===== config.mk =====
export PLATFORM = sky130hd
export DESIGN_NAME = merge_2_ctrl
export DESIGN_NICKNAME = d
export VERILOG_FILES = /design/src/rtl/merge_2_ctrl.sv
export SDC_FILE = /design/constraint.sdc
export NUM_CORES = 1
export LEC_CHECK = 0
export CELL_PAD_IN_SITES_DETAIL_PLACEMENT = 0
export CELL_PAD_IN_SITES_GLOBAL_PLACEMENT = 1
export CORE_MARGIN = 2
export CORE_UTILIZATION = 29
export CTS_BUF_LIST = sky130_fd_sc_hd__clkbuf_8
export DETAILED_ROUTE_END_ITERATION = 12
export GPL_ROUTABILITY_DRIVEN = 0
export PLACE_DENSITY_LB_ADDON = 0.1
export SLEW_MARGIN = 40
export SYNTH_ARGS = -nofsm -noshare
export SYNTH_HDL_FRONTEND = slang
export SYNTH_SLANG_ARGS = --single-unit

===== constraint.sdc =====
create_clock -name i_clk -period 4.5 [get_ports i_clk]
set_input_delay 1.35 -clock i_clk [delete_from_list [all_inputs] [get_ports i_clk]]
set_output_delay 1.35 -clock i_clk [all_outputs]
set_load 0.01 [all_outputs]

===== src/rtl/merge_2_ctrl.sv =====
// merge_2_ctrl: issue scheduler feeding a 2-element bitonic merge network from two sorted tuple FIFOs.
// Ties go to A; a tuple with upper element 0 terminates its stream and is consumed without being issued.
module merge_2_ctrl #(
    parameter int DATA_W = 32
) (
    input  logic                  i_clk,
    input  logic                  i_rst_n,
    input  logic                  i_start,
    input  logic [2*DATA_W-1:0]   i_a_data,
    input  logic                  i_a_empty,
    output logic                  o_a_deq,
    input  logic [2*DATA_W-1:0]   i_b_data,
    input  logic                  i_b_empty,
    output logic                  o_b_deq,
    input  logic                  i_out_full,
    output logic [2*DATA_W-1:0]   o_elems,
    output logic                  o_stall,
    output logic                  o_switch_output,
    output logic                  o_busy,
    output logic                  o_done
);
    typedef enum logic [2:0] {IDLE, RUN, DRAIN_A, DRAIN_B, FLUSH, DONE} state_t;
    state_t state_q, state_d;
    logic a_term_q, a_term_d, b_term_q, b_term_d;
    logic [2*DATA_W-1:0] elems_q, elems_d;
    logic stall_q, stall_d, sw_q, sw_d;
    logic a_tz, b_tz, a_ok, b_ok, a_le_b;
    assign a_tz   = i_a_data[2*DATA_W-1:DATA_W] == '0;
    assign b_tz   = i_b_data[2*DATA_W-1:DATA_W] == '0;
    assign a_ok   = ~i_a_empty & ~i_out_full;
    assign b_ok   = ~i_b_empty & ~i_out_full;
    assign a_le_b = i_a_data[2*DATA_W-1:DATA_W] <= i_b_data[2*DATA_W-1:DATA_W];
    always_comb begin
        state_d  = state_q;
        a_term_d = a_term_q;
        b_term_d = b_term_q;
        elems_d  = elems_q;
        sw_d     = sw_q;
        stall_d  = 1'b1;
        o_a_deq  = 1'b0;
        o_b_deq  = 1'b0;
        case (state_q)
            IDLE, DONE: if (i_start) begin
                state_d  = RUN;
                a_term_d = 1'b0;
                b_term_d = 1'b0;
            end
            RUN: begin
                // terminators are consumed before any data compare, A first
                if (a_ok && a_tz) begin
                    o_a_deq  = 1'b1;
                    a_term_d = 1'b1;
                end else if (b_ok && b_tz) begin
                    o_b_deq  = 1'b1;
                    b_term_d = 1'b1;
                end else if (a_ok && b_ok) begin
                    o_a_deq = a_le_b;
                    o_b_deq = ~a_le_b;
                    elems_d = a_le_b ? i_a_data : i_b_data;
                    sw_d    = ~a_le_b;
                    stall_d = 1'b0;
                end
                state_d = a_term_d ? DRAIN_B : b_term_d ? DRAIN_A : RUN;
            end
            DRAIN_A: if (a_ok) begin
                o_a_deq = 1'b1;
                if (a_tz) begin
                    a_term_d = 1'b1;
                    state_d  = FLUSH;
                end else begin
                    elems_d = i_a_data;
                    sw_d    = 1'b0;
                    stall_d = 1'b0;
                end
            end
            DRAIN_B: if (b_ok) begin
                o_b_deq = 1'b1;
                if (b_tz) begin
                    b_term_d = 1'b1;
                    state_d  = FLUSH;
                end else begin
                    elems_d = i_b_data;
                    sw_d    = 1'b1;
                    stall_d = 1'b0;
                end
            end
            FLUSH: if (!i_out_full) begin
                elems_d = '0;
                sw_d    = 1'b0;
                stall_d = 1'b0;
                state_d = DONE;
            end
            default: state_d = IDLE;
        endcase
    end
    always_ff @(posedge i_clk or negedge i_rst_n) begin
        if (!i_rst_n) begin
            state_q  <= IDLE;
            a_term_q <= 1'b0;
            b_term_q <= 1'b0;
            elems_q  <= '0;
            stall_q  <= 1'b1;
            sw_q     <= 1'b0;
        end else begin
            state_q  <= state_d;
            a_term_q <= a_term_d;
            b_term_q <= b_term_d;
            elems_q  <= elems_d;
            stall_q  <= stall_d;
            sw_q     <= sw_d;
        end
    end
    assign o_elems         = elems_q;
    assign o_stall         = stall_q;
    assign o_switch_output = sw_q;
    assign o_busy          = state_q inside {RUN, DRAIN_A, DRAIN_B, FLUSH};
    assign o_done          = state_q == DONE;
endmodule


==> results.yml <==
run_status:
  status: "finished, violations left"
  violations: "setup timing"
global_routing:
  grt_max_degree: 72
  overflow: 0
  gr-max-usage-layer: "met2"
  grt_pass1_vias: 4992
  track_usage_pct: 21.2
  grt_pass1_wl_um: 27100
  grtUsageMet2_pct: 34.9
  use_met3_pct: 4.03
  grtUsageMet1_pct: 28.5
  antenna_found_initial: 3
worst_hold_path:
  hp-class: "reg2reg"
timing:
  finClkSkew_ps: 6.85
  fmax_mhz: 211
  rsz0062_at_grt: "true"
  slew_viol_final: 0
  finalSetupViolCount: 2
  slew_headroom_pct: 53.0
  fin_ws_ps: -230
  finalHoldViolCount: 0
  min_period_over_period_pct: 105
  fin_crit_ps: 4730
  hold_slack_ps: 495
  tightest_slew_ps: 706
synthesis:
  syn-instance-count: 431
  synth_ff_type: "dfrtp_1"
  synth.distinct_cells: 51
  async_flop_share_pct: 100
  yosysSeqAreaShare_pct: 39.5
  yosys_register_bits: 71
  synth.avg_cell_area_um2: 10.4
  synth_nets: 597
  syn_area_um2: 4500
  synth_edf_count: 0
  yosysWarnings: 0
clock_network:
  clk_latency_ps: 370
  clockBufferDepth: 2
  cts_buffers: 9
  cts_tree: "yes"
  htreeDepth: 3
  path_clk_slew_ps: 80
  ctsHoldBuffers: 0
  cts.sinks: 71
  cts-root-buf: "clkbuf_8"
worst_setup_path:
  path_class: "in2out"
  reg2reg_to: "o_elems[0]"
  crit_required_ps: 3150
  reg2reg_from: "state_q[1]"
  cp_max_fo: 2
  worst_setup_path_start_kind: "primary input"
  cp.arrival_ps: 3380
  ff2ff_path_depth: 9
  crit_cells: 10
  cp-end-kind: "primary output"
  crit_end: "o_a_deq"
  cp_slowest_cell: "or4_4"
  path_cells: "clkdlybuf4s15_1 -> ha_4 -> nand4_2 -> or4_4 -> nor2_2 -> a21o_2 -> nand2_4 -> o32a_4 -> o21ai_2 -> buf_2"
  rrSetupSlack_ps: 2060
  worst-path-buf-inv: 2
  startpoint: "i_a_data[62]"
  cp_slowest_stage_delay_ps: 500
  crit_family: "simple AND/OR/NAND/NOR gates"
route:
  wire_per_inst_um: 18.8
  avgViaCountPerCell: 5.07
  ant_nets: 0
  post-route-drc-count: 0
  dr_total_vias: 4754
  wl_um: 17600
  drt_iter0_drc: 224
  dr.pass1.iters: 4
pwr:
  power.static_leakage_nw: 3.50
  ir_drop_v: 0.000149
  p_per_area_nw_per_um2: 249
  finalPower_mw: 2.01
place:
  post-place-ws_ps: -1180
  port-buffer-count: 203
  dp.cells: 897
  dp_hpwl_um: 12600
finish:
  nets: 909
  nFillCells: 1381
  syn2layout_area_growth_pct: 79.4
  layout_commonest_cell: "clkdlybuf4s50_1"
  drive_gt1_share_pct: 43.4
  stdcell_count: 938
  final_cell_mix: "clkdlybuf4s50_1 (136), buf_4 (117), dfrtp_1 (70), a221o_1 (61), and2_2 (49)"
  postLayoutCoreUtil_pct: 53.1
floorplanning:
  rows: 45
  floorplan.initialDensity_pct: 29.6
  die_x_um: 129
  core_um2: 15200
  die_y_um: 129
  pin_count: 204
  die_area_um2: 16500
flow_run:
  drv_cap: 0
## kinds of logic after synthesis
| kind of cell | after synthesis | synth area share, % |
|---|---|---|
| simple gates | 147 | 20.3 |
| compound gates | 119 | 23.1 |
| flops | 71 | 39.5 |
| buf+inv | 60 | 7.76 |
| fa+ha+maj | 32 | 8.90 |
| xor+xnor | 1 | 0.195 |
| mux | 1 | 0.223 |
## Yosys cell counts (2+ instances only)
cell | number | area (um2)
o211ai_1 | 3 | 22.5
dfrtp_1 | 70 | 1750
a31oi_1 | 3 | 18.8
a221oi_1 | 2 | 17.5
inv_1 | 36 | 135
and2_1 | 16 | 100
and2_2 | 49 | 368
nand2_1 | 19 | 71.3
clkbuf_1 | 8 | 30.0
a21oi_1 | 19 | 95.1
a221o_1 | 61 | 611
o21ai_0 | 10 | 50.1
nor3_1 | 6 | 30.0
ha_1 | 32 | 400
nand4_1 | 8 | 50.1
nor2_1 | 14 | 52.6
clkbuf_8 | 6 | 82.6
nand3_1 | 3 | 15.0
o2bb2ai_1 | 2 | 17.5
nand4_2 | 2 | 25.0
a21o_1 | 2 | 15.0
or4_1 | 2 | 15.0
buf_6 | 6 | 67.6
nor4_1 | 20 | 125
dlymetal6s2s_1 | 2 | 25.0
a221o_2 | 5 | 56.3
## layout make-up
class,instances,area (um2),area share (%)
inverters,36,145,1.80
multi-input cells,300,2850,35.4
flip-flops and latches,71,1780,22.0
clock inverters,5,56.3,0.698
diodes,2,5.00,0.0620
repair buffers,325,2840,35.2
clock buffers,11,151,1.88
well taps,188,235,2.92
## layer usage
layer	vias up	share of wire, %
met5	-	0.074
met4	2	1.4
met3	15	5.6
met2	155	47
met1	2305	46
li1	2277	-
## sequential cells by signal (all words and copies together) (netlist names)
name	count
a_term_q	1
o_elems	64
o_stall	1
b_term_q	1
state_q	3
o_switch_output	1
## timing repair
item	4_1_cts	5_1_grt
setup buffers	20	7
gates resized for setup	294	38
pin swaps	46	22
endpoints found under the setup margin	2	2
## power by group
| part | switching [mW] | internal, mW | leakage, nW |
|---|---|---|---|
| Combinational | 0.276 | 0.428 | 2.52 |
| Clock | 0.271 | 0.285 | 0.105 |
| Sequential | 0.0354 | 0.709 | 0.881 |
| Total | 0.582 | 1.42 | 3.50 |
## per-stage QoR
stage,cell area [um2],TNS (ps)
finish,8070,-422
CTS,7980,-480
floorplan,4500,0
global placement,7360,-11100
global route,8070,-621
detailed placement,7360,-2760
## how the worst min path moves through the flow
stage	start	to	slack, ps	depth (start not counted)
2_1_floorplan	o_switch_output	o_switch_output	520	1
3_3_place_gp	o_switch_output	o_switch_output	460	1
4_1_cts	o_switch_output	o_switch_output	500	1
3_5_place_dp	o_switch_output	o_switch_output	480	1
5_1_grt	o_switch_output	o_switch_output	520	1
6_report	o_switch_output	o_switch_output	490	1
(Power assumes the default switching activity.)
